--- config.mk ---
export PLATFORM = sky130hd
export DESIGN_NAME = time_set_ctrl
export DESIGN_NICKNAME = d
export VERILOG_FILES = /design/src/rtl/time_set_ctrl.sv
export SDC_FILE = /design/constraint.sdc
export NUM_CORES = 1
export LEC_CHECK = 0
export ABC_AREA = 1
export CORE_UTILIZATION = 45
export CTS_BUF_LIST = sky130_fd_sc_hd__clkbuf_8 sky130_fd_sc_hd__clkbuf_16
export DETAILED_ROUTE_END_ITERATION = 16
export HOLD_SLACK_MARGIN = 0.1
export PLACE_DENSITY_LB_ADDON = 0.05
export SYNTH_ARGS = -nofsm -noshare
export SYNTH_HDL_FRONTEND = slang
export SYNTH_SLANG_ARGS = --single-unit
--- constraint.sdc ---
create_clock -name i_clk -period 1.3 [get_ports i_clk]
set_clock_uncertainty 0.2 [all_clocks]
set_input_delay 0.325 -clock i_clk [delete_from_list [all_inputs] [get_ports i_clk]]
set_output_delay 0.325 -clock i_clk [all_outputs]
set_load 0.01 [all_outputs]
--- src/rtl/time_set_ctrl.sv ---
// Mode and time-setting controller: button conditioning, RUN/SET_HR/SET_MIN sequencing,
// hold-to-accelerate auto-repeat. Optional set-mode timeout under `TIME_SET_TIMEOUT_EN.
module time_set_ctrl #(
  parameter int HOLD_FAST  = 2,
  parameter int HOLD_VFAST = 4,
  parameter int TIMEOUT    = 30
) (
  input  logic       i_clk,
  input  logic       i_reset,
  input  logic       i_pulse_vf,
  input  logic       i_pulse_f,
  input  logic       i_pulse_n,
  input  logic       i_btn_mode,
  input  logic       i_btn_adv,
  output logic       o_tick_sec,
  output logic       o_inc_hr,
  output logic       o_inc_min,
  output logic       o_sec_clr,
  output logic [1:0] o_mode,
  output logic       o_blink
);

  // state      | meaning
  // ST_RUN     | normal timekeeping, seconds tick, ADV ignored
  // ST_SET_HR  | hours field adjustable, seconds keep ticking
  // ST_SET_MIN | minutes field adjustable, seconds frozen
  typedef enum logic [1:0] {
    ST_RUN     = 2'b00,
    ST_SET_HR  = 2'b01,
    ST_SET_MIN = 2'b10
  } state_t;

  localparam int HW = $clog2(HOLD_VFAST + 1);

  logic [1:0]    r_mode_sync, r_adv_sync;
  logic          r_mode_prev, r_adv_prev;
  logic          r_mode_db, r_adv_db;
  logic          r_mode_db_d, r_adv_db_d;
  state_t        r_state, w_next;
  logic [HW-1:0] r_hold;
  logic          r_hold_en;
  logic          r_tick, r_inc_hr, r_inc_min, r_sec_clr, r_blink;
  logic          w_mode_press, w_adv_press, w_adv_rel, w_set, w_timeout, w_inc;

  // Debounced level only moves when two successive fast-strobe samples agree.
  always_ff @(posedge i_clk or negedge i_reset) begin
    if (!i_reset) begin
      r_mode_sync <= '0;
      r_adv_sync  <= '0;
      r_mode_prev <= 1'b0;
      r_adv_prev  <= 1'b0;
      r_mode_db   <= 1'b0;
      r_adv_db    <= 1'b0;
      r_mode_db_d <= 1'b0;
      r_adv_db_d  <= 1'b0;
    end else begin
      r_mode_sync <= {r_mode_sync[0], i_btn_mode};
      r_adv_sync  <= {r_adv_sync[0], i_btn_adv};
      r_mode_db_d <= r_mode_db;
      r_adv_db_d  <= r_adv_db;
      if (i_pulse_f) begin
        r_mode_prev <= r_mode_sync[1];
        r_adv_prev  <= r_adv_sync[1];
        if (r_mode_sync[1] == r_mode_prev) r_mode_db <= r_mode_sync[1];
        if (r_adv_sync[1] == r_adv_prev)   r_adv_db  <= r_adv_sync[1];
      end
    end
  end

  assign w_mode_press = r_mode_db & ~r_mode_db_d;
  assign w_adv_press  = r_adv_db & ~r_adv_db_d;
  assign w_adv_rel    = ~r_adv_db & r_adv_db_d;
  assign w_set        = (r_state != ST_RUN);

`ifdef TIME_SET_TIMEOUT_EN
  localparam int TW = $clog2(TIMEOUT + 1);
  logic [TW-1:0] r_to_cnt;

  always_ff @(posedge i_clk or negedge i_reset) begin
    if (!i_reset) begin
      r_to_cnt <= '0;
    end else if (!w_set || w_mode_press || w_adv_press) begin
      r_to_cnt <= '0;
    end else if (i_pulse_n) begin
      r_to_cnt <= r_to_cnt + 1'b1;
    end
  end

  assign w_timeout = w_set && i_pulse_n && (r_to_cnt == TW'(TIMEOUT - 1))
                     && !w_mode_press && !w_adv_press;
`else
  logic w_unused_timeout;
  assign w_unused_timeout = (TIMEOUT > 0);
  assign w_timeout        = 1'b0;
`endif

  always_comb begin
    w_next = r_state;
    case (r_state)
      ST_RUN:     if (w_mode_press) w_next = ST_SET_HR;
      ST_SET_HR:  if (w_mode_press) w_next = ST_SET_MIN;
                  else if (w_timeout) w_next = ST_RUN;
      ST_SET_MIN: if (w_mode_press || w_timeout) w_next = ST_RUN;
      default:    w_next = ST_RUN;
    endcase
  end

  // A MODE press in the same cycle swallows any increment.
  always_comb begin
    w_inc = 1'b0;
    if (w_set && !w_mode_press && !w_timeout) begin
      if (w_adv_press) begin
        w_inc = 1'b1;
      end else if (r_hold_en && r_adv_db) begin
        if (r_hold >= HW'(HOLD_VFAST))     w_inc = i_pulse_vf;
        else if (r_hold >= HW'(HOLD_FAST)) w_inc = i_pulse_f;
      end
    end
  end

  // Auto-repeat is armed only by an ADV press that MODE did not override.
  always_ff @(posedge i_clk or negedge i_reset) begin
    if (!i_reset) begin
      r_hold_en <= 1'b0;
      r_hold    <= '0;
    end else if (!w_set || w_mode_press || w_adv_rel || w_timeout) begin
      r_hold_en <= 1'b0;
      r_hold    <= '0;
    end else if (w_adv_press) begin
      r_hold_en <= 1'b1;
      r_hold    <= '0;
    end else if (r_hold_en && i_pulse_n && (r_hold != HW'(HOLD_VFAST))) begin
      r_hold    <= r_hold + 1'b1;
    end
  end

  always_ff @(posedge i_clk or negedge i_reset) begin
    if (!i_reset) begin
      r_state   <= ST_RUN;
      r_tick    <= 1'b0;
      r_inc_hr  <= 1'b0;
      r_inc_min <= 1'b0;
      r_sec_clr <= 1'b0;
      r_blink   <= 1'b0;
    end else begin
      r_state   <= w_next;
      r_tick    <= i_pulse_n && (w_next != ST_SET_MIN);
      r_inc_hr  <= w_inc && (r_state == ST_SET_HR);
      r_inc_min <= w_inc && (r_state == ST_SET_MIN);
      r_sec_clr <= w_mode_press && (r_state == ST_SET_MIN);
      if (w_next == ST_RUN)        r_blink <= 1'b0;
      else if (w_next != r_state)  r_blink <= 1'b1;
      else if (i_pulse_n)          r_blink <= ~r_blink;
    end
  end

  assign o_mode     = r_state;
  assign o_tick_sec = r_tick;
  assign o_inc_hr   = r_inc_hr;
  assign o_inc_min  = r_inc_min;
  assign o_sec_clr  = r_sec_clr;
  assign o_blink    = r_blink;

endmodule

# Yosys cells after proc, flatten, opt, wreduce, memory -nomap -nowiden
# Cells that the tools add are included.
classes:
  n_addsub: 1
  n_mux: 17
  n_bitwise: 7
  n_lt_le_gt_ge: 2
  reduce_logical: 20
  n_eq_ne: 7
ops:
  columns: ["operator", "count"]
  rows:
  - ["$mux W1", 10]
  - ["$mux W3", 3]
  - ["$logic_and A1 B1 Y1", 8]
  - ["$mux W2", 3]
  - ["$pmux W2 S3", 1]
  - ["$reduce_bool A3 Y1", 2]
  - ["$logic_not A2 Y1", 2]
  - ["$not A1 Y1", 4]
  - ["$reduce_and A2 Y1", 2]
  - ["$reduce_bool A2 Y1", 2]
  - ["$add A3 B1 Y3 const B", 1]
  - ["$and A1 B1 Y1", 3]
  - ["$ge A3 B2 Y1 const B", 1]
  - ["$ge A3 B3 Y1 const B", 1]
  - ["$ne A3 B3 Y1 const B", 1]
  - ["$eq A1 B1 Y1", 2]
  - ["$eq A2 B1 Y1 const B", 1]
  - ["$eq A2 B2 Y1 const B", 1]
  - ["$logic_not A1 Y1", 2]
  - ["$logic_or A1 B1 Y1", 2]
  - ["$ne A2 B2 Y1", 1]
  - ["$ne A2 B2 Y1 const B", 1]
totals:
  register_bits: 21
  out_inout_bits: 7
  input_bits: 7

# Logic depth before layout (Yosys ltp)
depth:
  depth_word: 7
  depth_mapped: 8
  ltp_nobuf: 8

# Worst setup path before layout
# OpenSTA, ideal clock, no wires.
synth_path:
  kind: "flip-flop to flip-flop"
  from: "register r_hold[0]"
  to: "register r_hold[1]"
  required_ns: 0.987
  arrival_time_ns: 0.918
  stages_incl_launch_ff: 9
  slack_ns: 0.069
  setup_time_ns: 0.113
  n_path_buf: 0
  cell_sequence: "dfrtp_1 > inv_1 > ha_1 > nand2_1 > nand2_1 > nand2_1 > nand2_1 > nand2_1 > inv_1"
synth_via:
  elab_chain_len: 4
synth_lines:
  columns: ["element", "line", "text"]
  rows:
  - ["start: declaration", "40", "logic [HW-1:0] r_hold;"]
  - ["start signal: assignment", "133", "r_hold <= r_hold + 1'b1;"]
  - ["$add A3 B1 Y3", "133", null]
  - ["$mux W3", "132", "end else if (r_hold_en && i_pulse_n && (r_hold != HW'(HOLD_VFAST))) begin"]
  - ["$mux W3", "129", "end else if (w_adv_press) begin"]
  - ["$mux W3", "126", "end else if (!w_set || w_mode_press || w_adv_rel || w_timeout) begin"]
# Parallel ways exist; a longest one is shown, timed or not. The select of a mux whose other input is x is not followed.
# A chain may end at the register's enable or synchronous reset.

# Worst setup path in the final report
layout_path:
  from: "register r_state[1] (netlist: o_mode[1])"
  to: "output port o_mode[1]"
layout_lines:
  columns: ["element", "line", "text"]
  rows:
  - ["start: declaration", "39", "state_t r_state, w_next;"]
  - ["start signal: assignment", "146", "r_state <= w_next;"]
  - ["end: declaration", "19", "output logic [1:0] o_mode,"]
# No word-level cell between the ends.

==> impl_results.md <==
- Status: finished, final reports clean
- Synth Area per Inst: slightly above 9 µm²
- Largest stage delay, worst path: between 300 and 400 ps
- First-pass GRT wire length: between 2000 and 2500 µm
- Hold-fix buffers, CTS: 0
- Count leader, synth: dfrtp_1
- Post-synthesis register bit count: 21
- DR pass1 iterations: 2
- Die width: roughly 45 µm
- Top_reg_cell synth: dfrtp_1
- ANT cells: 0
- Critical path required time: slightly below 800 ps
- Placer Congestion: about 0.76
- Vias per Instance: about 4.7
- Critical Path AT: between 700 and 800 ps
- LEAKAGE: ~0.60 nW
- Yosys top cell area share: between 60% and 70%
- WL final: roughly 1400 µm
- Die ar.: approximately 2100 µm²
- Vias in the first global route: between 600 and 700
- Initial detailed-routing violation count: 2
- Fmax: roughly 0.78 GHz
- Crit Path Class: reg -> out
- Fill count: approximately 160
- Critical Path Source Type: flip-flop
- CTS max path bufs: 2
- Switching power of the nets: ~0.53 mW
- Power share of the clock group: between 20% and 30%
- Final min period: roughly 1300 ps
- Hold Crit Class: reg -> reg
- RSZ-0062 raised after global routing: true
- Flop pwr share: between 40% and 50%
- Die height: roughly 45 µm
- Post-route cell area: roughly 1100 µm²
- Clock Root Buffer: clkbuf_8
- Switching Share: between 30 and 40%
- Pwr Density: roughly 1500 nW/µm²
- CTS tree: done
- Worst slew margin: between 80% and 90%
- Largest net degree at the start of global routing: 22
- Area Growth Syn to Fin: 32.21%
- Reg clk slew, reported paths: roughly 70 ps
- Site Rows: 15
- Grt ovf: 0
- # IOs: 14
- Fin. Hold Viols: 0
- Slew @ Worst Pin: 193.2 ps
- Cell family with most CP delay: flip-flops
- Gate count after technology mapping: between 90 and 100
- Placement Cell Area: roughly 1100 µm²
- Internal: ~1.2 mW
- Syn Nets: 100
- CTS Sinks: 21
- Layout cell share with drive strength beyond 1: between 20% and 30%
- Top cells by area, synth: dfrtp_1 62%, nand2_1 8.4%, inv_1 6.6%
- CTS HTree Levels: 1
- Worst vdd ir: around 0.0011 V
- Setup-failing EPs final: 0
- Comb power frac: 31.0%
- Netlist cell types: 16
- CP Max Fanout: 2
- Routed len/inst: 9.566 µm
- Max-Cap Viols: 0
- Layout Nets: around 130
- Fin. max-slew vios: 0
- Setup TNS: 0 ps
- Post-synth EDFFs: 0
- DR DRC count: 0
- Initial core utilization: approximately half
- Async SR Flop Fraction: 100.0%
- Core area: between 1500 and 2000 µm²
- Top cells by count, synth: 21 x dfrtp_1, 19 x nand2_1, 15 x inv_1
- Total track usage: between 10% and 20%
- Via count: 670
- Crit-path slowest cell: dfrtp_1
- Yosys Warn Count: 0
- Yosys top cell by area: dfrtp_1
- PortBufs: 13
- Worst path bufs/invs: 1
- Critical Path End Type: primary output
- Final period utilization: 99.13%
- Clock buffer count from CTS: 3
- HPWL after DPL: about 970 µm
- Antenna violations before repair: 0
- Post-Syn Area: about 850 µm²
- Clk_lat worst skew: approximately 250 ps
- Crit-path cells: buf_2
- Seq/Total Area, Yosys: roughly three fifths
- DRT antenna net count: 0
==> stage by stage <==
stage / total power, mW / hold slack, ps / instances / util (%) / setup slack (ps)
2_1_floorplan: 1.061 / -170.6 / 91 / - / 69.03
4_1_cts: 1.728 / 154.6 / 143 / 64.01 / 1.704
3_5_place_dp: 1.321 / 138.1 / 137 / 62.15 / -315.3
6_report: 1.721 / 150.0 / 143 / 64.44 / 11.26
3_3_place_gp: 1.315 / 133.2 / 137 / 62.15 / -304.3
5_1_grt: 1.831 / 167.4 / 143 / 64.44 / -49.38
==> registers in the layout, summed over array words and instances (netlist names), 2 cells and up <==
name,flops
r_mode_sync,2
r_adv_sync,2
o_mode,2
r_hold,3
==> what timing repair did <==
action / CTS / global route
buffers inserted: 2 / 1
pin swaps: 0 / 5
endpoints found under the setup margin: 11 / 13
resized for setup: 34 / 4
==> per-layer routing <==
metal	up-vias	track usage, %	share of wire [%]
met5	-	0	0
met4	0	9.091	1.6
met3	4	4.762	4.8
met2	13	27.43	48
met1	316	20.16	45
li1	337	-	-
==> layout make-up <==
class / count / area [µm²] / share of cell area, %
timing repair buffer: 23 / 180.2 / 16.02
clock buffer: 3 / 41.29 / 3.671
clock inverter: 1 / 3.754 / 0.3337
inverter: 16 / 62.56 / 5.562
tap: 25 / 31.28 / 2.781
sequential: 21 / 525.5 / 46.72
multi-input combinational: 54 / 280.3 / 24.92
==> power groups by stage <==
stage	combinational (mW)	sequential (mW)	clock, mW
2_1_floorplan	0.222	0.839	0
3_3_place_gp	0.514	0.801	0
3_5_place_dp	0.517	0.804	0
4_1_cts	0.524	0.788	0.416
5_1_grt	0.587	0.799	0.444
6_report	0.534	0.788	0.399
==> cell usage in the layout, fill, tap and decap left out, drive strengths merged <==
master,count
nand2,21
o21ai,4
clkdlybuf4s50,4
dlygate4sd2,2
nand3,4
buf,17
nor2,13
a31oi,1
dfrtp,21
ha,2
inv,17
clkbuf,3
xor2,2
nor3,1
nand4,1
a21oi,5
==> cells by family after synthesis <==
group | count (synthesis) | synth area share [%]
AO/OA/AOI/OAI | 10 | 6.030
adder cells (fa/ha/maj) | 2 | 2.941
buffers and inverters | 16 | 7.058
flip-flops | 21 | 61.76
AND/OR/NAND/NOR | 40 | 20.15
XOR/XNOR | 2 | 2.059
==> final timing paths <==
| path | from | endpoint | slack, ps | depth (start not counted) |
|---|---|---|---|---|
| worst max-delay path | o_mode[1] | o_mode[1] | 10 | 1 |
| worst min-delay path | r_mode_sync[0] | r_mode_sync[1] | 150 | 0 |
| worst max register to register | r_hold[1] | r_hold[0] | 20 | 6 |
| worst min register to register | r_mode_sync[0] | r_mode_sync[1] | 150 | 0 |
| max in group asynchronous | i_reset | o_blink | 560 | 2 |
| min in group asynchronous | i_reset | r_mode_db_d | 210 | 2 |
Power figures use the tool's default switching activity.
==> RTL edit: new RTL, same settings <==
Add a define of `TIME_SET_TIMEOUT_EN`.
--- a/src/rtl/time_set_ctrl.sv
+++ b/src/rtl/time_set_ctrl.sv
@@ -1,5 +1,7 @@
 // Mode and time-setting controller: button conditioning, RUN/SET_HR/SET_MIN sequencing,
 // hold-to-accelerate auto-repeat. Optional set-mode timeout under `TIME_SET_TIMEOUT_EN.
+`define TIME_SET_TIMEOUT_EN
+
 module time_set_ctrl #(
   parameter int HOLD_FAST  = 2,
   parameter int HOLD_VFAST = 4,
Behaviour: same outputs for any inputs over 10 cycles, from zero or initial values and one cycle with i_reset low; that may be too few to reach the edited logic, so the function may still have changed.
==> RTL edit against the unedited design <==
- the flow now finishes with violations (setup timing)
- synthesized area rose by 36%
- sequential cell count is 5 higher
- design area is 45% higher
- worst setup slack got worse by 0.23 ns
- die area grew 34%
- via count grew 34%
- synthesized cell count is 31% higher
- total power grew 46%
- utilization up 6.1 points
- routed wire length up 84%
- critical path depth up 8
- worst hold slack better by 0.014 ns
- largest cell class unchanged
- highest routed layer unchanged
==> RTL edit: results (changes against the unedited design) <==
timing:
  tns_ns: -1.95  # -1.95 ns
  worst_slack_ns: -0.216  # -0.227 ns
  min_period_over_period_pct: 117  # +17 points
  setup_viol: 18  # +18
final_layout:
  num-multi-input-gates: 75  # +39%
  fillCellCount: 170  # +9.0%
  clock_area_share_pct: 3.37  # -0.64 points
  layout-drive-gt1-share_pct: 37.8  # +12 points
  n_all_inverters: 17  # +1
  layout.nonclk_buf_share_pct: 17.4  # +1.4 points
  seq_area_um2: 651  # +24%
hold_path:
  hold_end: "r_adv_sync[1]$_DFF_PN0_"
yosys:
  synthTopCellsByArea: "dfrtp_1 56%, inv_1 5.2%, nand2_1 5.2%"
  synthTopCellsByCount: "26 x dfrtp_1, 16 x inv_1, 16 x nand2_1, 16 x nor2_1, 6 x nand3_1"
  syn_inst: 119  # +31%
  synth_xor_area_share_pct: 2.28  # +0.22 points
  synth_compound_area_share_pct: 6.61  # +0.58 points
  synthesis.nets: 130  # +30%
  yosysUniqueCellTypes: 21  # +5
critical_path:
  crit_fanout: 5  # +3
  reg2regPathDepth: 9  # +3
  timing.critical_path.from: "r_to_cnt[1]$_DFFE_PN0P_"
cts:
  cts_resized: 33  # -2.9%
  numClockSinks: 26  # +24%
pwr:
  leakagePower_nw: 0.813  # +35%
  irDropWorstVdd_mv: 0.854  # -21%
grt:
  grt_pass1_wl_mm: 3.92  # +62%
  use_met3_pct: 4.64  # -0.12 points
  grt_max_degree: 27  # +23%
  grtUsageMet1_pct: 21.5  # +1.4 points
placement:
  place_area_mm2: 0.00146  # +35%
route:
  dr_wl_met2_mm: 1.39  # +110%
  routed-wl-met3_um: 57  # -14%
run_status:
  outcome: "finished with violations"
  violations: "setup timing"
==> RTL edit: changes by cell type in the layout (fill, tap and decap cells not counted), sizes merged, moves of 2 or more <==
| cell | delta |
|---|---|
| o31ai | +2 |
| nand4 | +2 |
| buf | +10 |
| nand3 | +4 |
| dfrtp | +5 |
| nor2 | +6 |
| nor3 | +2 |
| ha | +2 |
==> RTL edit: power groups by stage <==
| stage | Combinational, W | Sequential, W | Clock, W |
|---|---|---|---|
| after floorplan | 0.000368 | 0.00102 | 0 |
| after global routing | 0.00111 | 0.000989 | 0.000562 |
| after global placement | 0.000773 | 0.000983 | 0 |
| final | 0.00103 | 0.000976 | 0.000517 |
| after CTS | 0.000833 | 0.000963 | 0.000526 |
| after detailed placement | 0.000788 | 0.000989 | 0 |
==> RTL edit: critical path, stage by stage (launching register included) <==
cell,delay [ns]
dfrtp_1,0.41
inv_2,0.08
ha_4,0.14
nand3_4,0.08
nor2_4,0.13
nand2_4,0.09
nand3_4,0.08
nand2_2,0.06
nor2_2,0.10
nor2_1,0.04
